<file path="src/rtl/tug_ctrl.sv">
// tug_ctrl: tug-of-war game controller feeding the LED mux.
// Syncs buttons, moves the rope, detects wins and times the win flash.
module tug_ctrl #(
  parameter int FLASH_CYC     = 25000000,
  parameter int FLASH_TOGGLES = 6
) (
  input  logic       clk,
  input  logic       rst,
  input  logic       pbl,
  input  logic       pbr,
  output logic [1:0] leds_ctrl,
  output logic [6:0] score,
  output logic [1:0] winner
);

  localparam int PW = $clog2(FLASH_CYC + 1);
  localparam int TW = $clog2(FLASH_TOGGLES + 1);
  localparam logic [PW-1:0] PH_LAST = PW'(FLASH_CYC - 1);
  localparam logic [TW-1:0] TG_LAST = TW'(FLASH_TOGGLES - 1);
  localparam logic [6:0] CENTRE = 7'b0001000;
  localparam logic [6:0] L_END  = 7'b1000000;
  localparam logic [6:0] R_END  = 7'b0000001;

  typedef enum logic [1:0] {
    IDLE,
    PLAY,
    WIN,
    DONE
  } state_t;

  state_t        state;
  logic [2:0]    sl;
  logic [2:0]    sr;
  logic [PW-1:0] phase;
  logic [TW-1:0] tog;
  logic          pul_l;
  logic          pul_r;
  logic          pl;
  logic          pr;
  logic          any;

  // [0]/[1] synchronise, [2] holds the previous synced level
  always_ff @(posedge clk or negedge rst) begin
    if (!rst) begin
      sl <= '0;
      sr <= '0;
    end else begin
      sl <= {sl[1:0], pbl};
      sr <= {sr[1:0], pbr};
    end
  end

  assign pul_l = sl[1] & ~sl[2];
  assign pul_r = sr[1] & ~sr[2];
  assign pl    = pul_l & ~pul_r;
  assign pr    = pul_r & ~pul_l;
  assign any   = pl | pr;

  always_ff @(posedge clk or negedge rst) begin
    if (!rst) begin
      state     <= IDLE;
      leds_ctrl <= 2'd1;
      score     <= CENTRE;
      winner    <= 2'b00;
      phase     <= '0;
      tog       <= '0;
    end else begin
      case (state)
        IDLE: begin
          if (any) begin
            state     <= PLAY;
            leds_ctrl <= 2'd2;
          end
        end
        PLAY: begin
          unique case (1'b1)
            pl: begin
              if (score == L_END) begin
                state     <= WIN;
                winner    <= 2'b01;
                leds_ctrl <= 2'd3;
                phase     <= '0;
                tog       <= '0;
              end else begin
                score <= score << 1;
              end
            end
            pr: begin
              if (score == R_END) begin
                state     <= WIN;
                winner    <= 2'b10;
                leds_ctrl <= 2'd3;
                phase     <= '0;
                tog       <= '0;
              end else begin
                score <= score >> 1;
              end
            end
            default: ;
          endcase
        end
        WIN: begin
          if (phase == PH_LAST) begin
            phase <= '0;
            tog   <= tog + TW'(1);
            if (tog == TG_LAST) begin
              state     <= DONE;
              leds_ctrl <= 2'd2;
            end else begin
              leds_ctrl <= (leds_ctrl == 2'd3) ? 2'd0 : 2'd3;
            end
          end else begin
            phase <= phase + PW'(1);
          end
        end
        DONE: begin
          if (any) begin
            state     <= IDLE;
            score     <= CENTRE;
            winner    <= 2'b00;
            leds_ctrl <= 2'd1;
          end
        end
        default: begin
          state     <= IDLE;
          leds_ctrl <= 2'd1;
          score     <= CENTRE;
          winner    <= 2'b00;
          phase     <= '0;
          tog       <= '0;
        end
      endcase
    end
  end

endmodule

</file>
<file path="config.mk">
export PLATFORM = sky130hd
export DESIGN_NAME = tug_ctrl
export DESIGN_NICKNAME = d
export VERILOG_FILES = /design/src/rtl/tug_ctrl.sv
export SDC_FILE = /design/constraint.sdc
export NUM_CORES = 1
export LEC_CHECK = 0
export CORE_ASPECT_RATIO = 2
export CORE_UTILIZATION = 30
export DETAILED_ROUTE_END_ITERATION = 7
export HOLD_SLACK_MARGIN = 0.08
export PLACE_DENSITY_LB_ADDON = 0.25
export SETUP_SLACK_MARGIN = 0.02
export SLEW_MARGIN = 20
export SYNTH_ARGS = -nofsm -noshare
export SYNTH_HDL_FRONTEND = slang
export SYNTH_SLANG_ARGS = --single-unit
</file>
<file path="constraint.sdc">
create_clock -name clk -period 2.5 [get_ports clk]
set_input_delay 0.625 -clock clk [delete_from_list [all_inputs] [get_ports clk]]
set_output_delay 0.625 -clock clk [all_outputs]
set_load 0.005 [all_outputs]
</file>
-- After elaboration in Yosys (flattened, before gate mapping)
Index checks and enable logic that the tools add are counted.
- bits in registers: 47
- input bits: 4
- output and inout bits: 11
- word-level logic and storage cells: 79
- $add $sub $neg: 2
- equal/unequal tests: 17
- multiplexer cells: 34
- bitwise gates (word level): 9
- reduce and logical (&&, ||, !) cells: 9
- operators with widths (cell ; count):
    $pmux 25 s2 ; 2
    $mux 25 ; 3
    $pmux 7 s2 ; 2
    $mux 2 ; 13
    $add 25x1->25 const B ; 1
    $eq 25x25->1 const B ; 1
    $mux 7 ; 3
    $pmux 2 s2 ; 4
    $pmux 2 s4 ; 2
    $ne 3x3->1 const B ; 5
    $reduce_and 5->1 ; 3
    $pmux 3 s2 ; 2
    $mux 3 ; 3
    $ne 2x2->1 const B ; 4
    $eq 7x1->1 const B ; 1
    $eq 7x7->1 const B ; 1
    $reduce_and 7->1 ; 1
    $eq 2x2->1 const B ; 3
    $reduce_and 6->1 ; 1
    $and 1x1->1 ; 4
    $not 1->1 ; 4
    $reduce_and 4->1 ; 1
    $reduce_bool 2->1 ; 2
    $add 3x1->3 const B ; 1
    4 further kinds ; 4

-- Longest topological paths before layout
- depth in word-level cells: 7
- gate-level depth with buffers: 9
- mapped depth without buffers: 8

-- Least setup slack after synthesis
OpenSTA, ideal clock, no wires.
- kind: reg-to-reg
- start point: register sr[1]
- end point: register phase[22]
- setup time: 0.118 ns
- arrival: 2.158 ns
- required time: 2.382 ns
- path slack: 0.224 ns
- stages on the path, launching flop included: 10
- buffers on the path: 1
- clock period less this slack: 2.276 ns
- path through: dfrtp_1 -> nand2b_1 -> inv_1 -> ha_1 -> or3b_1 -> a211oi_4 -> o221ai_2 -> buf_2 -> a21o_1 -> a21o_1
- word-level cells in the longest chain between the ends: 5
- elaborated cells on any way between the ends: 10
- those cells by class: eq/ne: 3; mux: 2; bitwise: 4; reduce/logical: 1
- RTL lines (item ; RTL line ; RTL):
    from (decl) ; 33 ; logic [2:0] sr;
    from (signal assigned) ; 49 ; sr <= {sr[1:0], pbr};
    $and 1x1->1 (*) ; 54 ; assign pul_r = sr[1] & ~sr[2];
    $not 1->1 ; 55 ; assign pl = pul_l & ~pul_r;
    $and 1x1->1 ; 55 ;
    $pmux 25 s2 or $ne 3x3->1 (tied branches) ; n/a ;
    $pmux 25 s2 or $reduce_and 4->1 (tied branches) ; n/a ;
    to (signal assigned) ; 113 ; phase <= phase + PW'(1);
    to (decl) ; 34 ; logic [PW-1:0] phase;
Every way passes the cells marked *; elsewhere a longest branch is shown, timed or not.
A chain may end at the register's enable or synchronous reset.

-- Final worst setup path
- start point: register sr[2]
- end point: register phase[15]
- word-level cells in the longest chain between the ends: 6
- elaborated cells on any way between the ends: 11
- those cells by class: eq/ne: 3; mux: 2; bitwise: 5; reduce/logical: 1
- RTL lines (item ; RTL line):
    $not 1->1 (*) ; 54
    $and 1x1->1 (*) ; 54
    $not 1->1 ; 55
    $and 1x1->1 ; 55
    $pmux 25 s2 or $ne 3x3->1 (tied branches) ; n/a
    $pmux 25 s2 or $reduce_and 4->1 (tied branches) ; n/a
Marked as above.

==> impl_metrics.py <==
metrics = {
    "run_status": {
        "outcome": "finished clean",
    },
    "placed_design": {
        "place_hpwl_um": 5300,
        "place_inst": 411,
        "gp_congestion": 0.803,
        "port_buffers": 14,
        "dp_slack_ns": 0.0180,
    },
    "layout": {
        "num-fill-cells": 878,
        "nNetsFinal": 334,
        "final_layout_size_suffix_gt1_share_pct": 20.2,
        "layoutNonFillerInstCount": 421,
        "area_growth_pct": 23.0,
        "diodes": 0,
        "fin_util_pct": 38.5,
        "seq_area_mm2": 0.00118,
        "multi_input_area_mm2": 0.00145,
    },
    "worst_setup_path": {
        "cp.required_ns": 2.71,
        "crit_type": "reg -> reg",
        "start_kind": "register",
        "r2r-end": "phase[15]$_DFFE_PN0P_",
        "end_kind": "register",
        "crit_arrival_ns": 2.58,
        "r2r_cells": 8,
        "worstSetupEndpoint": "phase[15]$_DFFE_PN0P_",
        "crit_path_start": "sr[2]$_DFF_PN0_",
        "r2r_start": "sr[2]$_DFF_PN0_",
        "reg2reg_setup_slack_ns": 0.13,
        "path_max_fanout": 7,
    },
    "power": {
        "powerDensity_mw_per_mm2": 1010,
        "p_clk_share_pct": 23.3,
        "p_comb_share_pct": 46.1,
        "vdd_drop_max_mv": 0.346,
        "p_sw_mw": 1.27,
        "p_int_mw": 2.10,
        "p_leak_nw": 1.42,
        "seqPwrFrac_pct": 30.6,
        "p_sw_share_pct": 37.6,
    },
    "drt": {
        "drtIter0Drc": 82,
        "wl_per_cell_um": 16.9,
        "routed_wl_um": 7100,
        "routed_via_density": 5.60,
        "drcViolationCount": 0,
        "dr.pass1.iters": 6,
        "num_vias": 2359,
        "ant_nets": 0,
    },
    "clocking": {
        "postCtsHoldBufs": 0,
        "path_clk_slew_ns": 0.07,
        "cts.path.max_buffers": 2,
        "htree_levels": 2,
        "clk_latency_ns": 0.30,
        "cts_buffers": 5,
        "clock_sinks": 47,
        "root_buffer": "clkbuf_16",
        "tritoncts": "done",
    },
    "die": {
        "die_area_mm2": 0.00949,
        "die_h_um": 137,
        "rows": 48,
        "ios": 15,
        "core_area_mm2": 0.00871,
        "start_util_pct": 31.3,
        "die_w_um": 69.4,
    },
    "synth": {
        "synth-seq-cells": 47,
        "async_reset_ff_share_pct": 100,
        "synth_top_area_share_pct": 41.3,
        "synth_flop_cell": "dfrtp_1",
        "synth-edff-count": 0,
        "synth_warnings": 0,
        "syn_avg_cell_area_um2": 9.59,
        "synth_nets": 298,
        "yosysTopAreaCell": "dfrtp_1",
        "syn_inst": 284,
        "synth.cell_area_mm2": 0.00272,
        "ys_types": 57,
        "synth_area_leaders": "dfrtp_1 41%, ha_1 4.6%, o21ai_0 3.3%, nand2_1 3.0%, a22o_1 2.9%",
        "ys_seq_area_share_pct": 43.3,
    },
    "global_route": {
        "grt_max_degree": 28,
        "overflow": 0,
        "grt_pass1_vias": 2488,
        "antenna_found_initial": 0,
        "grt_pass1_wl_um": 12100,
        "track_usage_pct": 16.3,
    },
    "timing": {
        "fin_tns_setup_ns": 0,
        "slew_viol_final": 0,
        "fin_ws_ns": 0.133,
        "relSlewSlack_pct": 67.1,
        "fmax_mhz": 423,
        "finalSetupViolCount": 0,
        "worst_pin_slew_ns": 0.494,
        "rsz0062_at_grt": "yes",
        "hold_violations": 0,
        "fin_crit_sh_pct": 94.7,
        "fin_crit_ns": 2.37,
        "clock_skew_ns": 0.00315,
    },
    "job": {
        "drv_cap": 0,
    },
    "min_path": {
        "worstHoldPathType": "in -> async",
    },
}
[placed cells by master (no fill, tap or decap), types with 6 or more instances in the layout]
cell	count
nand4_1	8
ha_1	8
nand2_1	21
nand3_1	13
a22o_1	9
buf_4	25
dfrtp_1	45
a21oi_1	9
a21o_1	7
clkdlybuf4s50_1	13
o21ai_1	6
nor2_1	16
mux2_2	7
o21ai_0	12
o31ai_1	7
inv_1	20
[logic make-up (layout without fill, tap and decap cells)]
logic type	Yosys count	after routing	share of synthesized area [%]
buffers and inverters	33	70	4.87
adders and majority gates	10	10	4.59
muxes	13	13	5.14
and+or+nand+nor	100	100	20.6
AOI/OAI and AO/OA	81	81	21.5
DFF	47	47	43.3
[cells in the mapped netlist (2+ instances only)]
cell type / count
nand4_1: 8
o21bai_1: 3
and4_1: 4
nor2_1: 17
mux2i_1: 5
o21ai_0: 18
and3_1: 5
o22ai_1: 3
a21o_1: 7
nand2b_1: 3
o31ai_1: 7
buf_2: 4
or3_1: 3
a2bb2oi_1: 2
ha_1: 10
nand2_1: 22
a22oi_1: 3
nand3_1: 13
nand3b_1: 2
dfrtp_1: 45
nor4_1: 3
mux2_2: 7
clkbuf_1: 8
a211oi_1: 2
a21oi_1: 9
dfstp_2: 2
or3b_1: 2
a22o_1: 9
a31oi_1: 4
inv_1: 20
o311ai_0: 2
nor3_1: 3
and2_1: 2
or4_1: 4
[metrics by stage]
step | hold slack [ns] | power, mW | cell area [um2]
after CTS | 0.152 | 3.31 | 3290
after floorplan | 0.329 | 1.89 | 2720
final | 0.152 | 3.37 | 3350
after detailed placement | 0.337 | 2.50 | 3120
after global placement | 0.362 | 2.48 | 3120
after global routing | 0.155 | 3.58 | 3350
[sequential cells by signal, indices dropped and copies added, names as in the netlist]
name / cells
score: 7
phase: 25
winner: 2
state: 2
tog: 3
sl: 3
leds_ctrl: 2
sr: 3
[how the worst min path moves through the flow]
stage               startpoint                       end  slack (ns)
2_1_floorplan              rst  leds_ctrl[1]$_DFFE_PN0P_        0.33
3_3_place_gp   sr[1]$_DFF_PN0_           sr[2]$_DFF_PN0_        0.36
3_5_place_dp   sl[0]$_DFF_PN0_           sl[1]$_DFF_PN0_        0.34
4_1_cts                    rst     winner[0]$_DFFE_PN0P_        0.15
5_1_grt                    rst     winner[0]$_DFFE_PN0P_        0.15
6_report                   rst     winner[0]$_DFFE_PN0P_        0.15
[repair_timing]
item / 4_1_cts / 5_1_grt
setup buffers: 0 / 1
resized for setup: 1 / 17
cloned: 0 / 1
pin swaps: 0 / 6
setup endpoints to repair: 6 / 31
[worst max-delay path: stages, from the launching register on]
cell      delay, ns
dfrtp_1        0.35
nand2b_1       0.16
ha_2           0.21
or3b_4         0.38
a211oi_4       0.35
o221ai_4       0.22
buf_4          0.19
or3_1          0.32
o21ai_0        0.09
[layer usage]
metal / track usage [%] / vias up / share of wire, %
li1: - / 1125 / -
met1: 15.6 / 1163 / 36
met3: 2.50 / 21 / 2.1
met2: 31.6 / 50 / 57
met5: 0 / - / 0
met4: 10.7 / 0 / 4.3
[final cells by class]
type	instances	share of cell area (%)
multi-input combinational	204	43.4
sequential	47	35.2
timing repair buffer	42	10.5
clock buffer	5	3.73
tap	100	3.73
inverter	20	2.24
clock inverter	3	1.31
[power groups by stage]
| stage | sequential (mW) | clock [mW] | combinational [mW] |
|---|---|---|---|
| 6_report | 1.03 | 0.786 | 1.55 |
| 5_1_grt | 1.06 | 0.828 | 1.70 |
| 4_1_cts | 1.04 | 0.808 | 1.46 |
| 3_5_place_dp | 1.05 | 0 | 1.45 |
| 3_3_place_gp | 1.05 | 0 | 1.44 |
| 2_1_floorplan | 1.01 | 0 | 0.877 |
Power figures use the tool's default switching activity.
